**src/rtl/ctrl_pkg.sv**
```systemverilog
// Shared types and constants for the multi-cycle control unit.
package ctrl_pkg;

   localparam int DATA_W  = 4;
   localparam int ADDR_W  = 4;
   localparam int INSTR_W = 12;
   localparam int REG_AW  = 3;

   // Instruction field positions
   localparam int OP_HI  = 11;
   localparam int OP_LO  = 9;
   localparam int RA_HI  = 8;
   localparam int RA_LO  = 6;
   localparam int RB_HI  = 5;
   localparam int RB_LO  = 3;
   localparam int RD_HI  = 2;
   localparam int RD_LO  = 0;
   localparam int FLD_HI = 7;
   localparam int FLD_LO = 4;

   typedef enum logic [2:0] {
      OP_LOAD  = 3'd0,
      OP_STORE = 3'd1,
      OP_ADD   = 3'd2,
      OP_SUB   = 3'd3,
      OP_LDI   = 3'd4,
      OP_JMP   = 3'd5,
      OP_BEQZ  = 3'd6,
      OP_HALT  = 3'd7
   } opcode_e;

   typedef enum logic [2:0] {
      IDLE   = 3'd0,
      FETCH  = 3'd1,
      DECODE = 3'd2,
      EXEC   = 3'd3,
      HALT   = 3'd4
   } state_e;

   // Extract the opcode from an instruction word
   function automatic opcode_e get_op(input logic [INSTR_W-1:0] ir);
      return opcode_e'(ir[OP_HI:OP_LO]);
   endfunction

endpackage

```
**src/rtl/control_unit_if.sv**
```systemverilog
// Data-memory bus between the control unit (master) and the 16x4 memory (slave).
interface control_unit_if;
   import ctrl_pkg::*;

   logic [ADDR_W-1:0] mem_address;
   logic [DATA_W-1:0] mem_write_data;
   logic              mem_write_enable;
   logic              mem_read_enable;
   logic [DATA_W-1:0] mem_read_data;

   modport master (
      output mem_address, mem_write_data, mem_write_enable, mem_read_enable,
      input  mem_read_data
   );

   modport slave (
      input  mem_address, mem_write_data, mem_write_enable, mem_read_enable,
      output mem_read_data
   );

endinterface

```
**src/rtl/reg_file_8x4.sv**
```systemverilog
// 8x4 register file: two combinational read ports, one synchronous write
// port, a debug read port, synchronous clear on reset.
module reg_file_8x4
   import ctrl_pkg::*;
#(
   parameter int NUM_REGS = 8
) (
   input  logic              clk,
   input  logic              reset,
   input  logic [REG_AW-1:0] ra_addr_i,
   input  logic [REG_AW-1:0] rb_addr_i,
   output logic [DATA_W-1:0] ra_data_o,
   output logic [DATA_W-1:0] rb_data_o,
   input  logic              we_i,
   input  logic [REG_AW-1:0] wa_i,
   input  logic [DATA_W-1:0] wd_i,
   input  logic [REG_AW-1:0] dbg_sel_i,
   output logic [DATA_W-1:0] dbg_data_o
);

   logic [DATA_W-1:0] regs_q [NUM_REGS];

   // Register storage: clear on reset, single write per cycle otherwise
   always_ff @(posedge clk) begin
      if (reset) begin
         for (int i = 0; i < NUM_REGS; i++) begin
            regs_q[i] <= '0;
         end
      end else if (we_i) begin
         regs_q[wa_i] <= wd_i;
      end
   end

   assign ra_data_o  = regs_q[ra_addr_i];
   assign rb_data_o  = regs_q[rb_addr_i];
   assign dbg_data_o = regs_q[dbg_sel_i];

endmodule

```
**src/rtl/control_unit.sv**
```systemverilog
// Multi-cycle controller driving a 16x4 data memory.
// Optional macro CTRL_BRANCH_EN enables JMP/BEQZ; when undefined both
// opcodes execute as NOPs and no branch logic is built.
module control_unit
   import ctrl_pkg::*;
#(
   parameter logic [ADDR_W-1:0] START_PC = 4'd0,
   parameter int                NUM_REGS = 8
) (
   input  logic               clk,
   input  logic               reset,
   input  logic               start,
   output logic [ADDR_W-1:0]  instr_addr,
   input  logic [INSTR_W-1:0] instr_data,
   control_unit_if.master     mem,
   output logic               busy,
   output logic               halted,
   input  logic [REG_AW-1:0]  dbg_sel,
   output logic [DATA_W-1:0]  dbg_data
);

   state_e             state_q;
   logic [ADDR_W-1:0]  pc_q;
   logic [INSTR_W-1:0] ir_q;
   logic [DATA_W-1:0]  opa_q;
   logic [DATA_W-1:0]  opb_q;
   logic [ADDR_W-1:0]  mem_addr_q;
   logic [DATA_W-1:0]  mem_wdata_q;
   logic               mem_we_q;
   logic               mem_re_q;
   logic               busy_q;
   logic               halted_q;

   opcode_e            op_s;
   logic [REG_AW-1:0]  ra_s;
   logic [REG_AW-1:0]  rb_s;
   logic [REG_AW-1:0]  rd_s;
   logic [DATA_W-1:0]  field_s;
   logic [REG_AW-1:0]  rb_sel_s;
   logic [DATA_W-1:0]  rf_ra_s;
   logic [DATA_W-1:0]  rf_rb_s;
   logic               rf_we_s;
   logic [DATA_W-1:0]  rf_wd_s;
   logic [ADDR_W-1:0]  pc_d;

   assign op_s    = get_op(ir_q);
   assign ra_s    = ir_q[RA_HI:RA_LO];
   assign rb_s    = ir_q[RB_HI:RB_LO];
   assign rd_s    = ir_q[RD_HI:RD_LO];
   assign field_s = ir_q[FLD_HI:FLD_LO];

   // Second read port sees rb for register-form ops, rd otherwise (STORE data, BEQZ test)
   always_comb begin
      rb_sel_s = rd_s;
      case (op_s)
         OP_ADD, OP_SUB: rb_sel_s = rb_s;
         default:        rb_sel_s = rd_s;
      endcase
   end

   reg_file_8x4 #(.NUM_REGS(NUM_REGS)) u_rf (
      .clk        (clk),
      .reset      (reset),
      .ra_addr_i  (ra_s),
      .rb_addr_i  (rb_sel_s),
      .ra_data_o  (rf_ra_s),
      .rb_data_o  (rf_rb_s),
      .we_i       (rf_we_s),
      .wa_i       (rd_s),
      .wd_i       (rf_wd_s),
      .dbg_sel_i  (dbg_sel),
      .dbg_data_o (dbg_data)
   );

   // EXEC-stage ALU, register write-back and next-PC selection
   always_comb begin
      rf_we_s = 1'b0;
      rf_wd_s = '0;
      pc_d    = pc_q + 4'd1;
      if (state_q == EXEC) begin
         case (op_s)
            OP_LOAD: begin
               rf_we_s = 1'b1;
               rf_wd_s = mem.mem_read_data;
            end
            OP_ADD: begin
               rf_we_s = 1'b1;
               rf_wd_s = opa_q + opb_q;
            end
            OP_SUB: begin
               rf_we_s = 1'b1;
               rf_wd_s = opa_q - opb_q;
            end
            OP_LDI: begin
               rf_we_s = 1'b1;
               rf_wd_s = field_s;
            end
`ifdef CTRL_BRANCH_EN
            OP_JMP: begin
               pc_d = field_s;
            end
            OP_BEQZ: begin
               if (opb_q == 4'd0) begin
                  pc_d = field_s;
               end else begin
                  pc_d = pc_q + 4'd1;
               end
            end
`endif
            default: begin
               rf_we_s = 1'b0;
            end
         endcase
      end else begin
         rf_we_s = 1'b0;
      end
   end

   // Main FSM with registered memory strobes and status outputs
   always_ff @(posedge clk) begin
      if (reset) begin
         state_q     <= IDLE;
         pc_q        <= START_PC;
         ir_q        <= '0;
         opa_q       <= '0;
         opb_q       <= '0;
         mem_addr_q  <= '0;
         mem_wdata_q <= '0;
         mem_we_q    <= 1'b0;
         mem_re_q    <= 1'b0;
         busy_q      <= 1'b0;
         halted_q    <= 1'b0;
      end else begin
         // Memory strobes are single-cycle: cleared unless set below
         mem_addr_q  <= '0;
         mem_wdata_q <= '0;
         mem_we_q    <= 1'b0;
         mem_re_q    <= 1'b0;
         case (state_q)
            IDLE: begin
               if (start) begin
                  state_q <= FETCH;
                  busy_q  <= 1'b1;
               end
            end
            FETCH: begin
               ir_q    <= instr_data;
               state_q <= DECODE;
            end
            DECODE: begin
               opa_q <= rf_ra_s;
               opb_q <= rf_rb_s;
               if (op_s == OP_HALT) begin
                  state_q  <= HALT;
                  busy_q   <= 1'b0;
                  halted_q <= 1'b1;
               end else begin
                  state_q <= EXEC;
                  if (op_s == OP_STORE) begin
                     mem_we_q    <= 1'b1;
                     mem_addr_q  <= field_s;
                     mem_wdata_q <= rf_rb_s;
                  end else if (op_s == OP_LOAD) begin
                     mem_re_q   <= 1'b1;
                     mem_addr_q <= field_s;
                  end
               end
            end
            EXEC: begin
               pc_q    <= pc_d;
               state_q <= FETCH;
            end
            HALT: begin
               state_q <= HALT;
            end
            default: begin
               state_q  <= IDLE;
               busy_q   <= 1'b0;
               halted_q <= 1'b0;
            end
         endcase
      end
   end

   assign instr_addr           = pc_q;
   assign mem.mem_address      = mem_addr_q;
   assign mem.mem_write_data   = mem_wdata_q;
   assign mem.mem_write_enable = mem_we_q;
   assign mem.mem_read_enable  = mem_re_q;
   assign busy                 = busy_q;
   assign halted               = halted_q;

endmodule

```
**src/flat_wrapper.sv**
```systemverilog
// flat-port wrapper written by rule: the top's interface ports become plain ports
module control_unit_flat import ctrl_pkg::*;
#(
   parameter logic [ADDR_W-1:0] START_PC = 4'd0,
   parameter int                NUM_REGS = 8
)
  (clk, reset, start, instr_addr, instr_data, busy, halted, dbg_sel, dbg_data, mem_mem_address, mem_mem_write_data, mem_mem_write_enable, mem_mem_read_enable, mem_mem_read_data);
  control_unit_if mem_i ();
  input  logic clk;
  input  logic reset;
  input  logic start;
  output logic [ADDR_W-1:0] instr_addr;
  input  logic [INSTR_W-1:0] instr_data;
  output logic busy;
  output logic halted;
  input  logic [REG_AW-1:0] dbg_sel;
  output logic [DATA_W-1:0] dbg_data;
  output wire logic [$bits(mem_i.mem_address)-1:0] mem_mem_address;
  output wire logic [$bits(mem_i.mem_write_data)-1:0] mem_mem_write_data;
  output wire logic [$bits(mem_i.mem_write_enable)-1:0] mem_mem_write_enable;
  output wire logic [$bits(mem_i.mem_read_enable)-1:0] mem_mem_read_enable;
  input wire logic [$bits(mem_i.mem_read_data)-1:0] mem_mem_read_data;
  assign mem_mem_address = mem_i.mem_address;
  assign mem_mem_write_data = mem_i.mem_write_data;
  assign mem_mem_write_enable = mem_i.mem_write_enable;
  assign mem_mem_read_enable = mem_i.mem_read_enable;
  assign mem_i.mem_read_data = mem_mem_read_data;
  control_unit #(.START_PC(START_PC), .NUM_REGS(NUM_REGS)) u_core (.clk(clk), .reset(reset), .start(start), .instr_addr(instr_addr), .instr_data(instr_data), .mem(mem_i), .busy(busy), .halted(halted), .dbg_sel(dbg_sel), .dbg_data(dbg_data));
endmodule
```
**config.mk**
```make
export PLATFORM = sky130hd
export DESIGN_NAME = control_unit_flat
export DESIGN_NICKNAME = d
export VERILOG_FILES = /design/src/rtl/ctrl_pkg.sv /design/src/rtl/control_unit_if.sv /design/src/rtl/reg_file_8x4.sv /design/src/rtl/control_unit.sv /design/src/flat_wrapper.sv
export SDC_FILE = /design/constraint.sdc
export NUM_CORES = 1
export LEC_CHECK = 0
export CORE_MARGIN = 1.5
export CORE_UTILIZATION = 35
export CTS_CLUSTER_DIAMETER = 30
export DETAILED_ROUTE_END_ITERATION = 7
export PLACE_DENSITY_LB_ADDON = 0.1
export SYNTH_ARGS = -nofsm -noshare
export SYNTH_HDL_FRONTEND = slang
export SYNTH_SLANG_ARGS = --single-unit
```
**constraint.sdc**
```tcl
create_clock -name clk -period 2.3 [get_ports clk]
set_input_delay 0.23 -clock clk [delete_from_list [all_inputs] [get_ports clk]]
set_output_delay 0.23 -clock clk [all_outputs]
set_load 0.005 [all_outputs]
```
==> results.sh, run 1 <==
export IMPL_status="finished clean"
export IMPL_dp_hpwl_um=7772
export IMPL_powerDensity_nw_per_um2=620.2
export IMPL_clock_power_share_pct=33.9
export IMPL_wl_per_cell_um=17.50
export IMPL_grtUsageTotal_pct=18.57
export IMPL_cp_start_kind="register"
export IMPL_first_iter_violations=251
export IMPL_numCtsBuffers=9
export IMPL_max_stage_delay_ns=0.48
export IMPL_wl_met3_um=506
export IMPL_arrival_ns=2.03
export IMPL_r2r_end="u_core.u_rf.regs_q[1][1]$_SDFFCE_PN0P_"
export IMPL_synth_edf_count=32
export IMPL_synth_cell_types=53
export IMPL_combPwrFrac_pct=18.5
export IMPL_fin_crit_ns=2.259
export IMPL_htreeDepth=3
export IMPL_clk_path_buf_depth=2
export IMPL_grt_pass1_wl_um=15790
export IMPL_finalNetCount=464
export IMPL_path_max_fanout=3
export IMPL_die_y_um=107.8
export IMPL_final_cells=581
export IMPL_layout_drive_gt1_share_pct=22.90
export IMPL_vias_per_cell=5.284
export IMPL_yosys_warnings=0
export IMPL_clock_latency_ns=0.36
export IMPL_fin_ws_ns=0.04075
export IMPL_reg2reg_from="u_core.opb_q[1]$_SDFFE_PP0P_"
export IMPL_syn_num_nets=394
export IMPL_hold_slack_ns=0.4762
export IMPL_peakVddDrop_v=0.0003740
export IMPL_worst_clock_skew_ns=0.01235
export IMPL_placed_cell_area_sq_um=4576
export IMPL_wl_um=10170
export IMPL_antennaDiodeCount=0
export IMPL_ys_flop_type="dfxtp_1"
export IMPL_slew_headroom_pct=50.83
export IMPL_seqPwrFrac_pct=47.6
export IMPL_final_common_cell="nor2_1"
export IMPL_drt_pass1_iterations=5
export IMPL_io_pin_count=42
export IMPL_cts_tree="done"
export IMPL_whs_path_depth=3
export IMPL_slowest_stage="mux4_2"
export IMPL_avgSynthCellArea_sq_um=10.50
export IMPL_met2_length_um=4764
export IMPL_cts_sinks=71
export IMPL_path_class="reg2out"
export IMPL_start_util_pct=35.61
export IMPL_cp_required_ns=2.07
export IMPL_cts_root_buf="clkbuf_8"
export IMPL_cpLargestDelayFamily="multiplexers"
export IMPL_die_area_sq_um=11620
export IMPL_dp_cells=556
export IMPL_maxCapViolations=0
export IMPL_drv_slew=0
export IMPL_p_sw_mw=0.8566
export IMPL_rows=38
export IMPL_setup_viol=0
export IMPL_ys_top_cells_by_area="edfxtp_1 (25%), dfxtp_1 (20%), mux4_2 (9.4%)"
export IMPL_r2r_slack_ns=0.05
export IMPL_tns_ns=0
export IMPL_hold_path_class="in2reg"
export IMPL_core_area_sq_um=10790
export IMPL_swShare_pct=28.23
export IMPL_synth_cells=366
export IMPL_synth_largest_area_cell="edfxtp_1"
export IMPL_stdcell_area_sq_um=4892
export IMPL_hold_start="start"
export IMPL_overflow=0
export IMPL_die_w_um=107.8
export IMPL_rr_worst_depth=11
export IMPL_fillers=1032
export IMPL_num_vias=3070
export IMPL_drc=0
export IMPL_async_flop_share_pct=0
export IMPL_dp_slack_ns=-0.08480
export IMPL_end_kind="output pin"
export IMPL_worstHoldEndpoint="u_core.state_q[0]$_SDFFE_PP0N_"
export IMPL_internal_power_mw=2.177
export IMPL_final_antenna_net_count=0
export IMPL_ys_seq_area_share_pct=45.31
export IMPL_hold_viol_final=0
export IMPL_gp_congestion=0.8236
export IMPL_syn2layout_area_growth_pct=27.28
export IMPL_antenna_found_initial=0
export IMPL_p_leak_nw=1.770
export IMPL_mostFrequentLayoutCells="nor2_1 (67), buf_4 (39), clkdlybuf4s50_1 (37), dfxtp_1 (34), edfxtp_1 (32)"
export IMPL_fmax_mhz=442.6
export IMPL_grt_max_degree=20
export IMPL_ys_ff_latch=71
export IMPL_grt_pass1_vias=2903
export IMPL_synth_top_area_share_pct=25.00
export IMPL_port_buffers=41
export IMPL_period_share_pct=98.23
export IMPL_maxUsedRoutingLayer="met4"
export IMPL_worst_pin_slew_ns=0.7313
export IMPL_clkTransAtPathRegs_ns=0.09
export IMPL_m1WireLength_um=4664
export IMPL_rsz0062_at_grt="yes"
export IMPL_cp_num_buf_inv=1
export IMPL_cp_cell_sequence="mux4_2, mux2_2, clkdlybuf4s50_1"
export IMPL_syn_area_sq_um=3844
-- stage by stage --
step / utilization (%) / total power, mW
finish: 45.33 / 3.034
CTS: 44.61 / 3.042
global route: 45.33 / 3.180
floorplan: - / 1.801
global placement: 42.40 / 2.003
detailed placement: 42.40 / 2.006
-- timing repair --
item / CTS / global route
gates resized for setup: 8 / 11
hold buffers: 0 / 0
setup endpoints to repair: 19 / 22
pin swaps: 7 / 5
setup buffers: 3 / 6
-- worst max path at each step --
stage	slack, ns	from	end	cells past startpoint
floorplan	0.05	u_core.opb_q[0]$_SDFFE_PP0P_	u_core.u_rf.regs_q[0][1]$_SDFFCE_PN0P_	9
global placement	-0.07	u_core.opb_q[0]$_SDFFE_PP0P_	u_core.u_rf.regs_q[2][1]$_SDFFCE_PN0P_	11
detailed placement	-0.08	u_core.opb_q[0]$_SDFFE_PP0P_	u_core.u_rf.regs_q[2][3]$_SDFFCE_PN0P_	12
CTS	0.005	u_core.u_rf.regs_q[3][3]$_SDFFCE_PN0P_	dbg_data[3]	3
global route	-0.08	u_core.opb_q[1]$_SDFFE_PP0P_	u_core.u_rf.regs_q[4][1]$_SDFFCE_PN0P_	11
finish	0.04	u_core.u_rf.regs_q[6][0]$_SDFFCE_PN0P_	dbg_data[0]	3
-- layout make-up --
type / instances / area (sq um) / share of cell area, %
Tap cell: 140 / 175.2 / 3.581
Sequential cell: 71 / 1748 / 35.73
Clock buffer: 9 / 123.9 / 2.532
Inverter: 7 / 26.28 / 0.5371
Timing Repair Buffer: 84 / 764.5 / 15.63
Clock inverter: 7 / 80.08 / 1.637
Multi-Input combinational cell: 263 / 1974 / 40.36
-- flip-flops by register name, indices dropped and copies added, names as in the netlist, 3 cells and up --
register	count
u_core.ir_q	12
u_core.opb_q	4
u_core.opa_q	4
u_core.mem.mem_write_data	4
u_core.mem.mem_address	4
u_core.instr_addr	4
u_core.u_rf.regs_q	32
u_core.state_q	3
-- Yosys cell counts (2+ instances only) --
library cell	number
buf_4	2
or3_1	2
ha_1	5
a211oi_1	6
edfxtp_1	32
a32o_1	7
o21ai_0	4
mux2_2	4
inv_1	7
and2_1	5
xnor2_1	3
nor3_1	9
buf_2	8
dfxtp_1	39
nor2_1	67
mux2i_1	19
nand4_1	3
nor4_1	2
buf_6	3
nand2b_1	15
and3_1	3
and3b_1	2
nor2b_1	5
nand3b_1	4
a31oi_1	2
mux4_2	16
a21oi_1	14
xor2_1	4
nand2_1	30
nand3_1	5
o31ai_1	2
clkbuf_1	12
o32ai_2	4
o21ai_1	2
-- kinds of logic after synthesis --
logic type	after synthesis	synth area share, %
xor gates and xnor gates	7	1.595
buffers and inverters	32	4.167
AOI/OAI and AO/OA	49	9.831
DFF	71	45.31
muxes	41	16.47
adders and majority gates	6	2.148
and+or+nand+nor	160	20.48
-- tightest hold or removal path, cell delays in order --
cell             delay (ns)
clkdlybuf4s50_1        0.42
nand2_1                0.07
a211oi_1               0.06
-- power by group through the flow --
stage,clock network [mW],registers [mW],logic [mW]
6_report,1.03,1.44,0.562
5_1_grt,1.11,1.45,0.616
4_1_cts,1.06,1.44,0.543
3_5_place_dp,0,1.47,0.535
3_3_place_gp,0,1.47,0.533
2_1_floorplan,0,1.43,0.370
-- routing by layer --
layer | up-vias | global-route usage (%)
li1 | 1465 | -
met1 | 1485 | 25.02
met2 | 101 | 28.80
met3 | 19 | 4.843
met4 | 0 | 6.579
met5 | - | 0
Note: power is estimated with default switching activity, not from simulation.
==> run 2: changes to the inputs <==
--- a/config.mk
+++ b/config.mk
@@ -6,7 +6,7 @@
 export NUM_CORES = 1
 export LEC_CHECK = 0
 export CORE_MARGIN = 1.5
-export CORE_UTILIZATION = 35
+export CORE_UTILIZATION = 45
 export CTS_CLUSTER_DIAMETER = 30
 export DETAILED_ROUTE_END_ITERATION = 7
 export PLACE_DENSITY_LB_ADDON = 0.1
==> run 2 against run 1 <==
- combinational power fell by 1%
- worst hold slack improved by 0.0096 ns
- die area fell by 22%
- critical path depth did not move
- via count fell by 0.68%
- core utilization rose by 12 points
- non-clock buffer count fell by 12
- total power rose by 1.9%
- worst setup slack got worse by 0.0055 ns
==> results.sh, run 2 (synthesized netlist as in run 1, its figures left out) <==
export IMPL_status="finished clean"
export IMPL_clk_path_buf_depth=2
export IMPL_setup_viol=0
export IMPL_clock_latency_ns=0.35
export IMPL_reg2reg_from="u_core.opb_q[1]$_SDFFE_PP0P_"
export IMPL_regArea_sq_um=1747
export IMPL_layout_drive_gt1_share_pct=21.21
export IMPL_port_buffers=41
export IMPL_wl_um=9561
export IMPL_overflow=0
export IMPL_clkTransAtPathRegs_ns=0.07
export IMPL_powerDensity_nw_per_um2=648.1
export IMPL_die_w_um=95.42
export IMPL_finalNetCount=452
export IMPL_drc=0
export IMPL_maxCapViolations=0
export IMPL_final_antenna_net_count=0
export IMPL_vias_per_cell=5.710
export IMPL_period_share_pct=98.47
export IMPL_fillers=727
export IMPL_wl_per_cell_um=17.90
export IMPL_cp_required_ns=2.07
export IMPL_io_pin_count=42
export IMPL_postCtsHoldBufs=0
export IMPL_hold_viol_final=0
export IMPL_path_max_fanout=3
export IMPL_drv_slew=0
export IMPL_fin_total_pwr_mw=3.090
export IMPL_hold_start="start"
export IMPL_cp_start_kind="register"
export IMPL_grt_pass1_vias=2818
export IMPL_grt_max_degree=19
export IMPL_die_area_sq_um=9105
export IMPL_syn2layout_area_growth_pct=24.06
export IMPL_whs_path_depth=3
export IMPL_final_common_cell="nor2_1"
export IMPL_antenna_found_initial=0
export IMPL_cts_root_buf="clkbuf_8"
export IMPL_end_kind="output pin"
export IMPL_r2r_slack_ns=0.10
export IMPL_r2r_end="u_core.u_rf.regs_q[4][1]$_SDFFCE_PN0P_"
export IMPL_slew_headroom_pct=52.46
export IMPL_fin_crit_ns=2.265
export IMPL_cts_sinks=71
export IMPL_path_class="reg2out"
export IMPL_p_leak_nw=1.695
export IMPL_hold_path_class="in2reg"
export IMPL_die_y_um=95.42
export IMPL_dp_hpwl_um=7214
export IMPL_num_vias=3049
export IMPL_numCtsBuffers=9
export IMPL_worst_pin_slew_ns=0.7070
export IMPL_first_iter_violations=324
export IMPL_core_area_sq_um=8258
export IMPL_rr_worst_depth=10
export IMPL_multi_input_area_sq_um=1973
export IMPL_largest_register_ffs=32
export IMPL_grtUsageTotal_pct=22.38
export IMPL_worst_clock_skew_ns=0.007568
export IMPL_reg_top3="u_core.u_rf.regs_q: 32 flops, u_core.ir_q: 12 flops"
export IMPL_worstHoldEndpoint="u_core.state_q[0]$_SDFFE_PP0N_"
export IMPL_gp_congestion=0.8521
export IMPL_arrival_ns=2.03
export IMPL_start_util_pct=46.55
export IMPL_regMostFlops="u_core.u_rf.regs_q"
export IMPL_hold_slack_ns=0.4859
export IMPL_cts_tree="done"
export IMPL_htreeDepth=3
export IMPL_grt_pass1_wl_um=14900
export IMPL_fmax_mhz=441.6
export IMPL_rows=33
export IMPL_mostFrequentLayoutCells="nor2_1 (62), clkdlybuf4s50_1 (39), dfxtp_1 (35), edfxtp_1 (32), nand2_1 (30)"
export IMPL_antennaDiodeCount=0
export IMPL_peakVddDrop_v=0.0006057
export IMPL_drt_pass1_iterations=5
==> run 2: final cells by class <==
type	instances	share of cell area (%)
Multi-Input combinational cell	263	41.38
Inverter	7	0.5510
Sequential cell	71	36.63
Clock buffer	9	2.598
Timing Repair Buffer	72	14.04
Tap cell	105	2.755
Clock inverter	7	2.047
==> run 2: metrics by stage <==
stage / utilization (%) / TNS, ns / setup slack [ns] / area (sq um) / instances
2_1_floorplan: - / 0 / 0.04727 / 3844 / 366
3_3_place_gp: 54.42 / -0.1547 / -0.05750 / 4494 / 516
3_5_place_dp: 54.42 / -0.7001 / -0.08102 / 4494 / 516
4_1_cts: 57.17 / 0 / 0.004353 / 4721 / 532
5_1_grt: 57.74 / -0.1789 / -0.02909 / 4768 / 534
6_report: 57.74 / 0 / 0.03525 / 4768 / 534
==> run 2: worst max-delay path: stages, from the launching register on <==
cell,delay (ns)
edfxtp_1,0.46
mux4_2,0.51
mux2_2,0.28
clkdlybuf4s50_1,0.45
==> run 2: timing repair <==
item,4_1_cts,5_1_grt
pin swaps,1,6
setup endpoints to repair,14,18
gates resized for setup,5,12
buffers inserted,0,2
==> run 2: layer usage <==
metal / vias up / track usage, % / wire length, um
met5: - / 0 / 0
met4: 0 / 8.578 / 191
met3: 17 / 5.423 / 694
met2: 128 / 33.16 / 4462
met1: 1456 / 31.62 / 4214
li1: 1448 / - / -
==> run 2: worst max-delay path by stage <==
stage / to / depth (start not counted) / slack (ns) / startpoint
CTS: u_core.u_rf.regs_q[2][1]$_SDFFCE_PN0P_ / 10 / 0.004 / u_core.opb_q[1]$_SDFFE_PP0P_
global route: u_core.u_rf.regs_q[2][1]$_SDFFCE_PN0P_ / 10 / -0.03 / u_core.opb_q[1]$_SDFFE_PP0P_
floorplan: u_core.u_rf.regs_q[0][1]$_SDFFCE_PN0P_ / 9 / 0.05 / u_core.opb_q[0]$_SDFFE_PP0P_
finish: dbg_data[2] / 3 / 0.04 / u_core.u_rf.regs_q[3][2]$_SDFFCE_PN0P_
global placement: dbg_data[0] / 5 / -0.06 / dbg_sel[0]
detailed placement: dbg_data[0] / 5 / -0.08 / dbg_sel[0]
==> run 2: power by group <==
part,internal [mW],switching [mW],total [mW],leakage (nW)
Sequential,1.37,0.0656,1.44,0.649
Combinational,0.283,0.270,0.554,0.944
Clock,0.611,0.488,1.10,0.102
Total,2.27,0.825,3.09,1.69
